### config.mk
export PLATFORM = sky130hd
export DESIGN_NAME = qdr_fabric_initiator
export DESIGN_NICKNAME = d
export VERILOG_FILES = /design/src/rtl/qdr_init_pkg.sv /design/src/rtl/qdr_init_rd_tracker.sv /design/src/rtl/qdr_fabric_initiator.sv
export SDC_FILE = /design/constraint.sdc
export NUM_CORES = 1
export LEC_CHECK = 0
export CORE_AREA = 3 3 150 152
export DETAILED_ROUTE_END_ITERATION = 12
export DIE_AREA = 0 0 153 155
export HOLD_SLACK_MARGIN = 0.15
export PLACE_DENSITY = 0.74
export SLEW_MARGIN = 20
export SYNTH_ARGS = -nofsm -noshare
export SYNTH_HDL_FRONTEND = slang
export SYNTH_HIERARCHICAL = 1
export SYNTH_SLANG_ARGS = --single-unit
### constraint.sdc
create_clock -name qdr_clk -period 19.81 [get_ports qdr_clk]
set_input_delay 3.962 -clock qdr_clk [delete_from_list [all_inputs] [get_ports qdr_clk]]
set_output_delay 3.962 -clock qdr_clk [all_outputs]
set_load 0.01 [all_outputs]
### src/rtl/qdr_init_pkg.sv
// Shared types, default widths and the width helper for the QDR fabric initiator.
package qdr_init_pkg;

  typedef enum logic {
    ST_IDLE  = 1'b0,
    ST_ISSUE = 1'b1
  } state_e;

  localparam int DEF_ADDR_WIDTH      = 32;
  localparam int DEF_DATA_WIDTH      = 72;
  localparam int DEF_BE_WIDTH        = 8;
  localparam int DEF_MAX_OUTSTANDING = 16;
  localparam int DEF_TIMEOUT_CYCLES  = 1024;

  // Bits needed to encode values 0 .. value-1.
  function automatic int clog2(input int value);
    int res;
    int v;
    res = 0;
    v   = value - 1;
    while (v > 0) begin
      res = res + 1;
      v   = v >> 1;
    end
    return res;
  endfunction

endpackage

### src/rtl/qdr_init_rd_tracker.sv
// Read-in-flight counter with sticky unexpected-data flag.
// Optional read watchdog is built only when QDR_INIT_RD_TIMEOUT_EN is defined.
module qdr_init_rd_tracker
  import qdr_init_pkg::*;
#(
  parameter int MAX_OUTSTANDING = DEF_MAX_OUTSTANDING,
  parameter int TIMEOUT_CYCLES  = DEF_TIMEOUT_CYCLES
) (
  input  logic                                   clk,
  input  logic                                   rst,
  input  logic                                   rd_ack,
  input  logic                                   dvld,
  output logic [clog2(MAX_OUTSTANDING+1)-1:0]    outstanding,
  output logic                                   err_unexp,
  output logic                                   err_timeout
);

  localparam int CW = clog2(MAX_OUTSTANDING + 1);
  localparam logic [CW-1:0] CAP = CW'(MAX_OUTSTANDING);

  if (MAX_OUTSTANDING < 2 || TIMEOUT_CYCLES < 1) begin : g_bad_param
    $error("qdr_init_rd_tracker: MAX_OUTSTANDING must be >= 2 and TIMEOUT_CYCLES >= 1");
  end

  logic [CW-1:0] cnt;
  logic          wd_fire;

  assign outstanding = cnt;

  always_ff @(posedge clk or posedge rst) begin
    if (rst) begin
      cnt       <= '0;
      err_unexp <= 1'b0;
    end else begin
      if (dvld && cnt == '0)
        err_unexp <= 1'b1;
      // Watchdog expiry abandons every read still in flight.
      if (wd_fire)
        cnt <= '0;
      else if (rd_ack && !dvld) begin
        if (cnt != CAP)
          cnt <= cnt + CW'(1);
      end else if (dvld && !rd_ack) begin
        if (cnt != '0)
          cnt <= cnt - CW'(1);
      end
    end
  end

`ifdef QDR_INIT_RD_TIMEOUT_EN
  localparam int TW = clog2(TIMEOUT_CYCLES + 1);
  localparam logic [TW-1:0] WD_LOAD = TW'(TIMEOUT_CYCLES - 1);

  logic [TW-1:0] wd_cnt;

  // Down-counter reloads whenever the pipe is empty or data returns.
  assign wd_fire = (cnt != '0) && (wd_cnt == '0);

  always_ff @(posedge clk or posedge rst) begin
    if (rst) begin
      wd_cnt      <= WD_LOAD;
      err_timeout <= 1'b0;
    end else begin
      if (cnt == '0 || dvld)
        wd_cnt <= WD_LOAD;
      else if (wd_cnt != '0)
        wd_cnt <= wd_cnt - TW'(1);
      if (wd_fire)
        err_timeout <= 1'b1;
    end
  end
`else
  assign wd_fire     = 1'b0;
  assign err_timeout = 1'b0;
`endif

endmodule

### src/rtl/qdr_fabric_initiator.sv
// Single-request-at-a-time command issuer towards the QDR sniffer port with read tracking.
// Read watchdog enabled by defining QDR_INIT_RD_TIMEOUT_EN.
module qdr_fabric_initiator
  import qdr_init_pkg::*;
#(
  parameter int ADDR_WIDTH      = DEF_ADDR_WIDTH,
  parameter int DATA_WIDTH      = DEF_DATA_WIDTH,
  parameter int BE_WIDTH        = DEF_BE_WIDTH,
  parameter int MAX_OUTSTANDING = DEF_MAX_OUTSTANDING,
  parameter int TIMEOUT_CYCLES  = DEF_TIMEOUT_CYCLES
) (
  input  logic                                qdr_clk,
  input  logic                                qdr_rst,
  input  logic                                phy_rdy,
  input  logic                                cmd_valid,
  output logic                                cmd_ready,
  input  logic                                cmd_rnw,
  input  logic [ADDR_WIDTH-1:0]               cmd_addr,
  input  logic [DATA_WIDTH-1:0]               cmd_data,
  input  logic [BE_WIDTH-1:0]                 cmd_be,
  output logic [ADDR_WIDTH-1:0]               slave_addr,
  output logic                                slave_wr_strb,
  output logic [DATA_WIDTH-1:0]               slave_wr_data,
  output logic [BE_WIDTH-1:0]                 slave_wr_be,
  output logic                                slave_rd_strb,
  input  logic                                slave_ack,
  input  logic [DATA_WIDTH-1:0]               slave_rd_data,
  input  logic                                slave_rd_dvld,
  output logic                                rsp_valid,
  output logic [DATA_WIDTH-1:0]               rsp_data,
  output logic [clog2(MAX_OUTSTANDING+1)-1:0] outstanding,
  output logic                                err_unexp,
  output logic                                err_timeout
);

  localparam int OW = clog2(MAX_OUTSTANDING + 1);
  localparam logic [OW:0] MAX_C = (OW+1)'(MAX_OUTSTANDING);

  state_e          state;
  state_e          state_nxt;
  logic            rnw_q;
  logic            accept;
  logic            rd_ack;
  logic [OW:0]     inflight;

  // A read being acked this cycle already occupies a slot before the counter shows it.
  assign rd_ack   = (state == ST_ISSUE) && rnw_q && slave_ack;
  assign inflight = {1'b0, outstanding} + {{OW{1'b0}}, rd_ack};
  assign accept   = cmd_valid && cmd_ready;

  always_comb begin
    state_nxt     = state;
    slave_wr_strb = 1'b0;
    slave_rd_strb = 1'b0;
    cmd_ready     = !qdr_rst && phy_rdy
                    && (state == ST_IDLE || slave_ack)
                    && (inflight < MAX_C);
    case (state)
      ST_IDLE: begin
        if (cmd_valid && cmd_ready)
          state_nxt = ST_ISSUE;
      end
      ST_ISSUE: begin
        slave_wr_strb = !rnw_q;
        slave_rd_strb = rnw_q;
        if (slave_ack && !(cmd_valid && cmd_ready))
          state_nxt = ST_IDLE;
      end
      default: state_nxt = ST_IDLE;
    endcase
  end

  always_ff @(posedge qdr_clk or posedge qdr_rst) begin
    if (qdr_rst)
      state <= ST_IDLE;
    else
      state <= state_nxt;
  end

  always_ff @(posedge qdr_clk or posedge qdr_rst) begin
    if (qdr_rst) begin
      rnw_q         <= 1'b0;
      slave_addr    <= '0;
      slave_wr_data <= '0;
      slave_wr_be   <= '0;
    end else if (accept) begin
      rnw_q         <= cmd_rnw;
      slave_addr    <= cmd_addr;
      slave_wr_data <= cmd_data;
      slave_wr_be   <= cmd_be;
    end
  end

  always_ff @(posedge qdr_clk or posedge qdr_rst) begin
    if (qdr_rst) begin
      rsp_valid <= 1'b0;
      rsp_data  <= '0;
    end else begin
      rsp_valid <= slave_rd_dvld;
      if (slave_rd_dvld)
        rsp_data <= slave_rd_data;
    end
  end

  qdr_init_rd_tracker #(
    .MAX_OUTSTANDING (MAX_OUTSTANDING),
    .TIMEOUT_CYCLES  (TIMEOUT_CYCLES)
  ) u_rd_tracker (
    .clk         (qdr_clk),
    .rst         (qdr_rst),
    .rd_ack      (rd_ack),
    .dvld        (slave_rd_dvld),
    .outstanding (outstanding),
    .err_unexp   (err_unexp),
    .err_timeout (err_timeout)
  );

endmodule

# [Word-level counts from Yosys, hierarchy flattened]
# Index checks and enable logic that the tools add are counted.
[op_classes] n_addsub=3 magnitude_cmp=1 eq_ne=2 muxes=9 n_bitwise=1 n_reduce_logical=21
[ops] operator="$mux 5" count=4
[ops] operator="$logic_and 1x1->1" count=10
[ops] operator="$add 5x1->6" count=1
[ops] operator="$lt 6x5->1 const B" count=1
[ops] operator="$add 5x1->5 const B" count=1
[ops] operator="$logic_not 1->1" count=5
[ops] operator="$logic_not 5->1" count=1
[ops] operator="$ne 5x5->1 const B" count=1
[ops] operator="$reduce_bool 5->1" count=1
[ops] operator="$sub 5x1->5 const B" count=1
[ops] operator="$mux 1" count=4
[ops] operator="$reduce_bool 2->1" count=2
[ops] operator="$reduce_and 3->1" count=1
[ops] operator="$ne 2x2->1 const B" count=1
[ops] operator="$pmux 1 s2" count=1
[ops] operator="$logic_or 1x1->1" count=1
[ops] operator="$not 1->1" count=1
[word_totals] ff_bits=193 in_bits=191 elab_cells=46

# [Longest topological paths before layout]
# Gate-level depths: netlist (run 1).
[depth] word_depth=10 depth_mapped=10 ltp_nobuf=9

# [Hierarchy]
# The synthesis (run 1) kept the hierarchy.
[by_module_without_submodules] module="qdr_fabric_initiator" instances=1 cells_each=408 area_per_inst_um2=7289.5 seq_area_each_um2=4679.5
[by_module_without_submodules] module="qdr_init_rd_tracker" instances=1 cells_each=58 area_per_inst_um2=543.0 seq_area_each_um2=150.1

# [Worst setup path before layout (run 1)]
# Ideal clock, no wire load.
[synth_path] kind="in2out" from="input qdr_rst" to="output cmd_ready" arrival_time_ps=4365 path_slack_ps=11483 path_stages=3 path_cell_list="nor2_1 > nand3_1 > a21oi_1"
[synth_between] elab_chain_len=4
[synth_lines] item="from (decl)" line="qdr_fabric_initiator.sv:13" source="input logic qdr_rst,"
[synth_lines] item="$logic_not 1->1 (no line)"
[synth_lines] item="$logic_and 1x1->1" line="qdr_fabric_initiator.sv:55" source="cmd_ready = !qdr_rst && phy_rdy"
[synth_lines] item="$logic_and 1x1->1" line="qdr_fabric_initiator.sv:56" source="&& (state == ST_IDLE || slave_ack)"
[synth_lines] item="$logic_and 1x1->1" line="qdr_fabric_initiator.sv:57" source="&& (inflight < MAX_C);"
[synth_lines] item="to (decl)" line="qdr_fabric_initiator.sv:16" source="output logic cmd_ready,"
# No other way between the ends.

# [Worst setup path in the final report (run 1)]
# Ends and elaborated chain as after synthesis.

==> results of run 1 <==
## area by class of cell
cell class                 count  area [um2]  area share
sequential                   193        4830      0.3885
clock inverter                13       170.2     0.01369
timing repair buffer         389        3876      0.3118
multi-input combinational    241        2733      0.2198
clock buffer                  19       442.9     0.03563
inverter                       8       35.03    0.002818
tap                          275       344.1     0.02768
## through the flow
step / std cells / utilization / hold slack, ps / instance area (um2) / setup slack, ps
2_1_floorplan: 466 / - / 504.3 / 7833 / 10760
3_3_place_gp: 1106 / 0.5586 / 455.5 / 11820 / 10440
3_5_place_dp: 1106 / 0.5586 / 468.8 / 11820 / 10400
4_1_cts: 1138 / 0.5876 / 489.5 / 12430 / 10400
5_1_grt: 1138 / 0.5876 / 511.8 / 12430 / 10300
6_report: 1138 / 0.5876 / 480.4 / 12430 / 10400
## synth_stat cells, drive strengths merged, types with 2 or more instances
cell type and count:
dfrtp 193, mux2 186, buf 16, clkbuf 8, inv 8, nand2 7, nor2 5, nor2b 5
ha 4, xnor2 3, a21oi 2, nand2b 2, nand4 2, nor4 2, o21a 2, o21ai 2
## worst paths after layout
path | from | to | depth (start not counted)
min in group asynchronous | qdr_rst | u_rd_tracker/outstanding[2]$_DFFE_PP0P_ | 2
max in group asynchronous | qdr_rst | slave_addr[14]$_DFFE_PP0P_ | 3
setup reg to reg | u_rd_tracker/outstanding[4]$_DFFE_PP0P_ | slave_addr[26]$_DFFE_PP0P_ | 5
hold reg to reg | u_rd_tracker/err_unexp$_DFFE_PP0P_ | u_rd_tracker/err_unexp$_DFFE_PP0P_ | 1
setup / recovery | qdr_rst | cmd_ready | 5
hold / removal | u_rd_tracker/err_unexp$_DFFE_PP0P_ | u_rd_tracker/err_unexp$_DFFE_PP0P_ | 1
## flip-flops by register name, summed over array words and instances, names as in the netlist
name	cells
slave_wr_be	8
slave_addr	32
u_rd_tracker/err_unexp	1
rsp_valid	1
state	1
rsp_data	72
slave_wr_data	72
u_rd_tracker/outstanding	5
rnw_q	1
## metal layers
layer | GRT usage | vias to the layer above
met3 | 0.06926 | 23
met2 | 0.3113 | 259
li1 | - | 2409
met1 | 0.2115 | 2638
met5 | 0 | -
met4 | 0.05134 | 0
## cells by family (layout without fill, tap and decap cells)
logic type               count (synthesis)  in the layout  synth area share
AO/OA/AOI/OAI                           16             16           0.01757
XOR/XNOR                                 4              4          0.004474
adder cells (fa/ha/maj)                  4              4          0.006390
buffers and inverters                   32            429           0.03450
flip-flops                             193            193            0.6166
multiplexers                           186            186            0.2957
other                                    1              1         0.0004788
AND/OR/NAND/NOR                         30             30           0.02428
## power by group through the flow
stage,combinational [W],sequential [W],clock (W)
2_1_floorplan,0.000216,0.000678,0
3_3_place_gp,0.000634,0.000620,0
3_5_place_dp,0.000641,0.000625,0
4_1_cts,0.000644,0.000620,0.000366
5_1_grt,0.000670,0.000638,0.000380
6_report,0.000635,0.000618,0.000354
==> results.toml, run 1 <==
[detailed_routing]
viasPerCell = 4.683
ant_nets = 0
wl_met2_um = 10910
vias = 5329
wl_met3_um = 1941
met1_length_um = 8499
wire_per_inst_um = 19.05
drt_iter0_drc = 214
drc_errors = 0
drt_first_pass_iters = 4
highest_layer = "met4"
wirelength_um = 21680

[global_routing]
grt_pass1_vias = 5776
grt_overflow = 0
track_usage = 0.1805
antenna_found_initial = 0
grt_max_degree = 76
grt_pass1_wl_um = 33670

[synthesis]
ys_types = 42
synth_nets = 661
yosysWarnings = 6
synth_top_area_frac = 0.6166
synth_enable_flop_cells = 0
syn_inst = 466
synth-seq-cells = 193
netlist_top_cells_area = "dfrtp_1 62%, mux2_2 18%, mux2_4 11%, buf_12 1.5%, buf_4 0.67%"
yosysTopAreaCell = "dfrtp_1"
ys_seq_area_frac = 0.6166
synthArstFlopShare = 1.000
synth_ff_type = "dfrtp_1"
syn_area_um2 = 7833
syn_area_per_cell_um2 = 16.81

[die]
coreArea_um2 = 21150
io_pins = 386
fp-row-count = 53
start_util = 0.3703
die_area_um2 = 23720
die-width_um = 153
die_h_um = 155

[worst_setup_path]
cpPeakStageDelay_ps = 560
crit_slowest_cell = "clkdlybuf4s50_1"
critical-path-top-delay-family = "buffers and inverters"
r2r_slack_ps = 16970
cp_max_fo = 3
timing_worst_setup_path_type = "in -> out"
critPathLaunchType = "input pin"
crit_top_cell = "clkdlybuf4s50_1"
setup.worst_path.end_class = "primary output"
worst-path-buf-inv = 2
required_ps = 15850
critPathArrivalTime_ps = 5450
path_cells = "clkdlybuf4s50_1 -> nor2_1 -> nand3_1 -> a21oi_1 -> clkdlybuf4s50_1"

[power]
p_sw_w = 0.0004746
pwr-share-clk = 0.220
ir_worst_vdd_v = 0.00007271
p_seq_frac = 0.384
p_leak_nw = 5.193
power_frac_comb = 0.395
swShare = 0.2954
p_int_w = 0.001132
total_power_w = 0.001607
powerDensity_nw_per_um2 = 129.3

[timing]
period_share = 0.4749
min_period_ps = 9407
rsz0062_at_grt = "no"
skew_ps = 10.29
final_hold_viol_count = 0
worst_slew_pin_slew_ps = 1004
relSlewSlack = 0.3309
finalSetupTns_ps = 0
final_max_slew_viol_count = 0
finalSetupViolations = 0
fmax_mhz = 106.3

[placed_design]
portBuffers = 384
gp_congestion = 0.7869
dpl.hpwl_um = 16110

[run]
cap_violations = 0

[layout]
mostFrequentLayoutCells = "383 x clkdlybuf4s50_1, 193 x dfrtp_1, 127 x mux2_2"
final_common_cell = "clkdlybuf4s50_1"
nNetsFinal = 1045
areaGrowthSynthToFinish_pct = 58.71
diodes = 0
fill_cells = 1704
drive_above_1_share = 0.2700

[clock_network]
clk_latency_ps = 420
cts-root-buf = "clkbuf_16"
cts_resized = 0
postCtsHoldBufs = 0
clkSinkCount = 193
cts_buffer_depth = 2
postCtsSetupBuffers = 0
path_clk_slew_ps = 80
cts_buffers = 17
h-tree-depth = 4
cts_tree = "yes"

[min_path]
hp-class = "reg -> reg"

[outcome]
outcome = "finished, final reports clean"
Power figures use the tool's default switching activity.
==> run 2: changes to the inputs <==
--- a/config.mk
+++ b/config.mk
@@ -5,11 +5,11 @@
 export SDC_FILE = /design/constraint.sdc
 export NUM_CORES = 1
 export LEC_CHECK = 0
-export CORE_AREA = 3 3 150 152
+export CORE_AREA = 3 3 147 149
 export DETAILED_ROUTE_END_ITERATION = 12
-export DIE_AREA = 0 0 153 155
+export DIE_AREA = 0 0 150 152
 export HOLD_SLACK_MARGIN = 0.15
-export PLACE_DENSITY = 0.74
+export PLACE_DENSITY = 0.76
 export SLEW_MARGIN = 20
 export SYNTH_ARGS = -nofsm -noshare
 export SYNTH_HDL_FRONTEND = slang
==> constraint.sdc (replaced) <==
create_clock -name qdr_clk -period 8.7 [get_ports qdr_clk]
set_input_delay 1.74 -clock qdr_clk [delete_from_list [all_inputs] [get_ports qdr_clk]]
set_output_delay 1.74 -clock qdr_clk [all_outputs]
set_load 0.01 [all_outputs]
==> run 2 against run 1 <==
Compared with the run above:
- sequential share of layout area grew 0.090 points
- highest routed layer is now met5
- flip-flop and latch count stayed put
- largest cell class unchanged
- largest power group unchanged
- utilization increased by 2.3 points
==> results.toml, run 2 (synthesized netlist as in run 1, its figures left out) <==
[outcome]
outcome = "finished, final reports clean"

[detailed_routing]
vias = 5263
drc_errors = 0
drt_iter0_drc = 151
wirelength_um = 21350
wire_per_inst_um = 18.88
drt_first_pass_iters = 4
viasPerCell = 4.653
ant_nets = 0

[power]
powerDensity_nw_per_um2 = 293.3
ir_worst_vdd_v = 0.0001531
total_power_w = 0.003637
p_leak_nw = 5.182

[timing]
worst_slew_pin_slew_ps = 974.1
rsz0062_at_grt = "no"
skew_ps = 21.57
min_period_ps = 4981
fmax_mhz = 200.7
finalSetupViolations = 0
final_hold_viol_count = 0
period_share = 0.5726
final_max_slew_viol_count = 0
relSlewSlack = 0.3506
finalSetupTns_ps = 0
layout_setup_ws_ps = 3719

[clock_network]
cts_resized = 0
h-tree-depth = 4
postCtsHoldBufs = 0
clkSinkCount = 193
cts_buffer_depth = 2
cts-root-buf = "clkbuf_16"
path_clk_slew_ps = 70
cts_tree = "yes"
postCtsSetupBuffers = 0
cts_buffers = 17
clk_latency_ps = 430

[worst_setup_path]
setup.worst_path.end_class = "primary output"
critPathLaunchType = "input pin"
critPathArrivalTime_ps = 3240
timing_worst_setup_path_type = "in -> out"
required_ps = 6960
cp_max_fo = 3

[die]
die_h_um = 152
die_area_um2 = 22800
io_pins = 386
coreArea_um2 = 20300
fp-row-count = 52
die-width_um = 150
start_util = 0.3858

[layout]
drive_above_1_share = 0.2695
reg_top3 = "rsp_data: 72 flops, slave_wr_data: 72 flops, slave_addr: 32 flops"
post-route-util = 0.6109
stdcell_area_um2 = 12400
final_common_cell = "clkdlybuf4s50_1"
nNetsFinal = 1044
diodes = 0
mostFrequentLayoutCells = "383 x clkdlybuf4s50_1, 193 x dfrtp_1, 127 x mux2_2"
areaGrowthSynthToFinish_pct = 58.34

[global_routing]
grt_max_degree = 112
grt_pass1_wl_um = 32710
antenna_found_initial = 1
grt_overflow = 0
grt_pass1_vias = 5688
track_usage = 0.1836

[placed_design]
place_area_um2 = 11810
gp_congestion = 0.7676
dpl.hpwl_um = 15860
portBuffers = 384
dp_worst_setup_slack_ps = 3780

[min_path]
hp-class = "reg -> reg"

[run]
cap_violations = 0
-- run 2: cell types whose count changed in the layout (fill, tap and decap cells not counted), sizes merged --
cell      before  now
buf            6    5
clkinv         5    2
inv           15   16
clkinvlp       0    1
-- run 2: final cells by class --
cell class	instances	area [um2]
Fill cell	1562	7898
Sequential cell	193	4830
Timing Repair Buffer	388	3871
Multi-Input combinational cell	241	2733
Clock buffer	19	452.9
Clock inverter	12	140.1
Tap cell	270	337.8
Inverter	8	37.54
-- run 2: power by group --
| group | total [W] | internal, W | leakage [nW] | switching, W |
|---|---|---|---|---|
| clock | 0.000795 | 0.000423 | 0.290 | 0.000372 |
| sequential | 0.00140 | 0.00121 | 2.29 | 0.000195 |
| combinational | 0.00144 | 0.000945 | 2.60 | 0.000492 |
| total | 0.00364 | 0.00258 | 5.18 | 0.00106 |
-- run 2: metrics by stage --
stage / hold WS, ps / std cells
after CTS: 474.4 / 1131
after detailed placement: 457.6 / 1100
after global placement: 451.2 / 1100
after global routing: 513.1 / 1131
final: 471.6 / 1131
after floorplan: 504.3 / 466
-- run 2: worst paths after layout --
path                            depth (start not counted)  slack (ps)                                     from                                       to
worst min-delay path                                    1         470       u_rd_tracker/err_unexp$_DFFE_PP0P_       u_rd_tracker/err_unexp$_DFFE_PP0P_
max in group asynchronous                               3        5260                                  qdr_rst            slave_wr_data[23]$_DFFE_PP0P_
worst min register to register                          1         470       u_rd_tracker/err_unexp$_DFFE_PP0P_       u_rd_tracker/err_unexp$_DFFE_PP0P_
worst max register to register                          5        5700  u_rd_tracker/outstanding[4]$_DFFE_PP0P_            slave_wr_data[66]$_DFFE_PP0P_
min in group asynchronous                               2        1740                                  qdr_rst  u_rd_tracker/outstanding[0]$_DFFE_PP0P_
worst max-delay path                                    5        3720                                  qdr_rst                                cmd_ready
-- run 2: layer usage --
layer | vias to the layer above | global-route usage | routed length (um)
met4 | 2 | 0.04270 | 259
met5 | - | 0 | 13
li1 | 2396 | - | -
met1 | 2612 | 0.2025 | 7868
met2 | 236 | 0.3185 | 10760
met3 | 17 | 0.08877 | 2452
-- run 2: critical path, cell delays in order --
cell and delay, ps:
clkdlybuf4s50_1 530, nor2_1 200, nand3_1 90, a21oi_1 120, clkdlybuf4s50_1 560
==> run 3: changes to the inputs <==
--- a/config.mk
+++ b/config.mk
@@ -5,11 +5,11 @@
 export SDC_FILE = /design/constraint.sdc
 export NUM_CORES = 1
 export LEC_CHECK = 0
-export CORE_AREA = 3 3 147 149
+export CORE_MARGIN = 3
+export CORE_UTILIZATION = 37
 export DETAILED_ROUTE_END_ITERATION = 12
-export DIE_AREA = 0 0 150 152
 export HOLD_SLACK_MARGIN = 0.15
-export PLACE_DENSITY = 0.76
+export PLACE_DENSITY = 0.77
 export SLEW_MARGIN = 20
 export SYNTH_ARGS = -nofsm -noshare
 export SYNTH_HDL_FRONTEND = slang
==> constraint.sdc (replaced) <==
create_clock -name qdr_clk -period 4.2 [get_ports qdr_clk]
set_input_delay 0.84 -clock qdr_clk [delete_from_list [all_inputs] [get_ports qdr_clk]]
set_output_delay 0.84 -clock qdr_clk [all_outputs]
set_load 0.01 [all_outputs]
==> run 3 against run 2 <==
Compared with the run above:
- cell area up 0.12%
- sequential power rose by 110%
- largest cell class unchanged
- register-to-register slack worse by 4100 ps
- clock-buffer cell count decreased by 2
- first-iteration DRC count is 23% higher
==> results.toml, run 3 (synthesized netlist as in run 1, its figures left out) <==
[run]
cap_violations = 0

[layout]
stdcell_area_um2 = 12420
areaGrowthSynthToFinish_pct = 58.53
mostFrequentLayoutCells = "383 x clkdlybuf4s50_1, 193 x dfrtp_1, 127 x mux2_2"
diodes = 0
drive_above_1_share = 0.2695
final_cells = 1131
reg_top3 = "rsp_data: 72 flops, slave_wr_data: 72 flops, slave_addr: 32 flops"
nNetsFinal = 1045
final_common_cell = "clkdlybuf4s50_1"

[placed_design]
gp_congestion = 0.7638
dpl.hpwl_um = 15490
dp_worst_setup_slack_ps = 745.4
dp_cells = 1101
place_area_um2 = 11850
portBuffers = 384

[power]
swShare = 0.2928
power_frac_comb = 0.399
ir_worst_vdd_v = 0.0003529
pwr-share-clk = 0.214
p_int_w = 0.005308
p_leak_nw = 5.180
p_sw_w = 0.002198
powerDensity_nw_per_um2 = 604.5
total_power_w = 0.007506
p_seq_frac = 0.387

[timing]
min_period_ps = 3127
skew_ps = 8.859
final_max_slew_viol_count = 0
finalSetupViolations = 0
period_share = 0.7445
rsz0062_at_grt = "no"
worst_slew_pin_slew_ps = 981.0
final_hold_viol_count = 0
layout_setup_ws_ps = 1073
fmax_mhz = 319.8
relSlewSlack = 0.3460
finalSetupTns_ps = 0

[worst_setup_path]
critPathLaunchType = "input pin"
critical-path-top-delay-family = "buffers and inverters"
setup.worst_path.end_class = "primary output"
crit_slowest_cell = "clkdlybuf4s50_1"
path_cells = "clkdlybuf4s50_1 -> nor2_1 -> nand3_1 -> a21oi_1 -> clkdlybuf4s50_1"
crit_top_cell = "clkdlybuf4s50_1"
required_ps = 3360
cp_max_fo = 3
cpPeakStageDelay_ps = 560
timing_worst_setup_path_type = "in -> out"
worst-path-buf-inv = 2
critPathArrivalTime_ps = 2290

[detailed_routing]
wl_met3_um = 2520
wl_met2_um = 10450
wirelength_um = 21050
viasPerCell = 4.689
drc_errors = 0
met1_length_um = 7741
wire_per_inst_um = 18.61
ant_nets = 0
highest_layer = "met4"
drt_iter0_drc = 185
drt_first_pass_iters = 4
vias = 5303

[clock_network]
clkSinkCount = 193
h-tree-depth = 4
cts-root-buf = "clkbuf_16"
path_clk_slew_ps = 70
cts_buffers = 17
cts_tree = "yes"
clk_latency_ps = 420
cts_buffer_depth = 2
postCtsHoldBufs = 0
postCtsSetupBuffers = 0
cts_resized = 0

[min_path]
hp-class = "reg -> reg"

[die]
coreArea_um2 = 20490
die_h_um = 151.5
fp-row-count = 52
start_util = 0.3822
die-width_um = 151.5
die_area_um2 = 22950
io_pins = 386

[global_routing]
grt_pass1_wl_um = 31750
grt_overflow = 0
grt_max_degree = 102
grt_pass1_vias = 5876
track_usage = 0.1785
antenna_found_initial = 0

[outcome]
outcome = "finished, final reports clean"
## run 3: worst register-to-register path: stages, from the launching register on
cell	delay [ps]
dfrtp_1	390
nand2_1	120
nor2_1	180
ha_1	450
xnor2_1	150
ha_1	240
o21ba_2	200
o2111ai_1	300
mux2_2	390
o211ai_2	150
## run 3: power groups by stage
stage	Sequential, W	Clock, W	Combinational [W]
after global routing	0.00299	0.00174	0.00319
final	0.00291	0.00160	0.00300
after floorplan	0.00320	0	0.00102
after detailed placement	0.00294	0	0.00302
after CTS	0.00291	0.00166	0.00304
after global placement	0.00291	0	0.00298
## run 3: path summary, 6_finish.rpt
| check | depth (start not counted) | start | to | slack, ps |
|---|---|---|---|---|
| max | 5 | qdr_rst | cmd_ready | 1070 |
| min | 1 | u_rd_tracker/err_unexp$_DFFE_PP0P_ | u_rd_tracker/err_unexp$_DFFE_PP0P_ | 480 |
| max reg2reg | 9 | state$_DFF_PP0_ | u_rd_tracker/outstanding[4]$_DFFE_PP0P_ | 1570 |
| min reg2reg | 1 | u_rd_tracker/err_unexp$_DFFE_PP0P_ | u_rd_tracker/err_unexp$_DFFE_PP0P_ | 480 |
| max in group asynchronous | 3 | qdr_rst | rsp_data[12]$_DFFE_PP0P_ | 2760 |
| min in group asynchronous | 2 | qdr_rst | u_rd_tracker/outstanding[0]$_DFFE_PP0P_ | 760 |
## run 3: layout make-up
type | count | area (um2)
fillers | 1650 | 8078
multi-input cells | 241 | 2733
inverters | 8 | 33.78
flip-flops and latches | 193 | 4830
well taps | 270 | 337.8
repair buffers | 389 | 3914
clock buffers | 17 | 425.4
clock inverters | 13 | 143.9
## run 3: metrics by stage
stage,utilization,hold slack (ps)
2_1_floorplan,-,504.3
3_3_place_gp,0.5781,452.1
3_5_place_dp,0.5781,467.3
4_1_cts,0.6059,483.7
5_1_grt,0.6059,514.9
6_report,0.6059,480.8
## run 3: per-layer routing
metal	GRT usage	up-vias
li1	-	2401
met1	0.1976	2615
met2	0.3076	261
met3	0.08418	26
met4	0.05076	0
met5	0	-
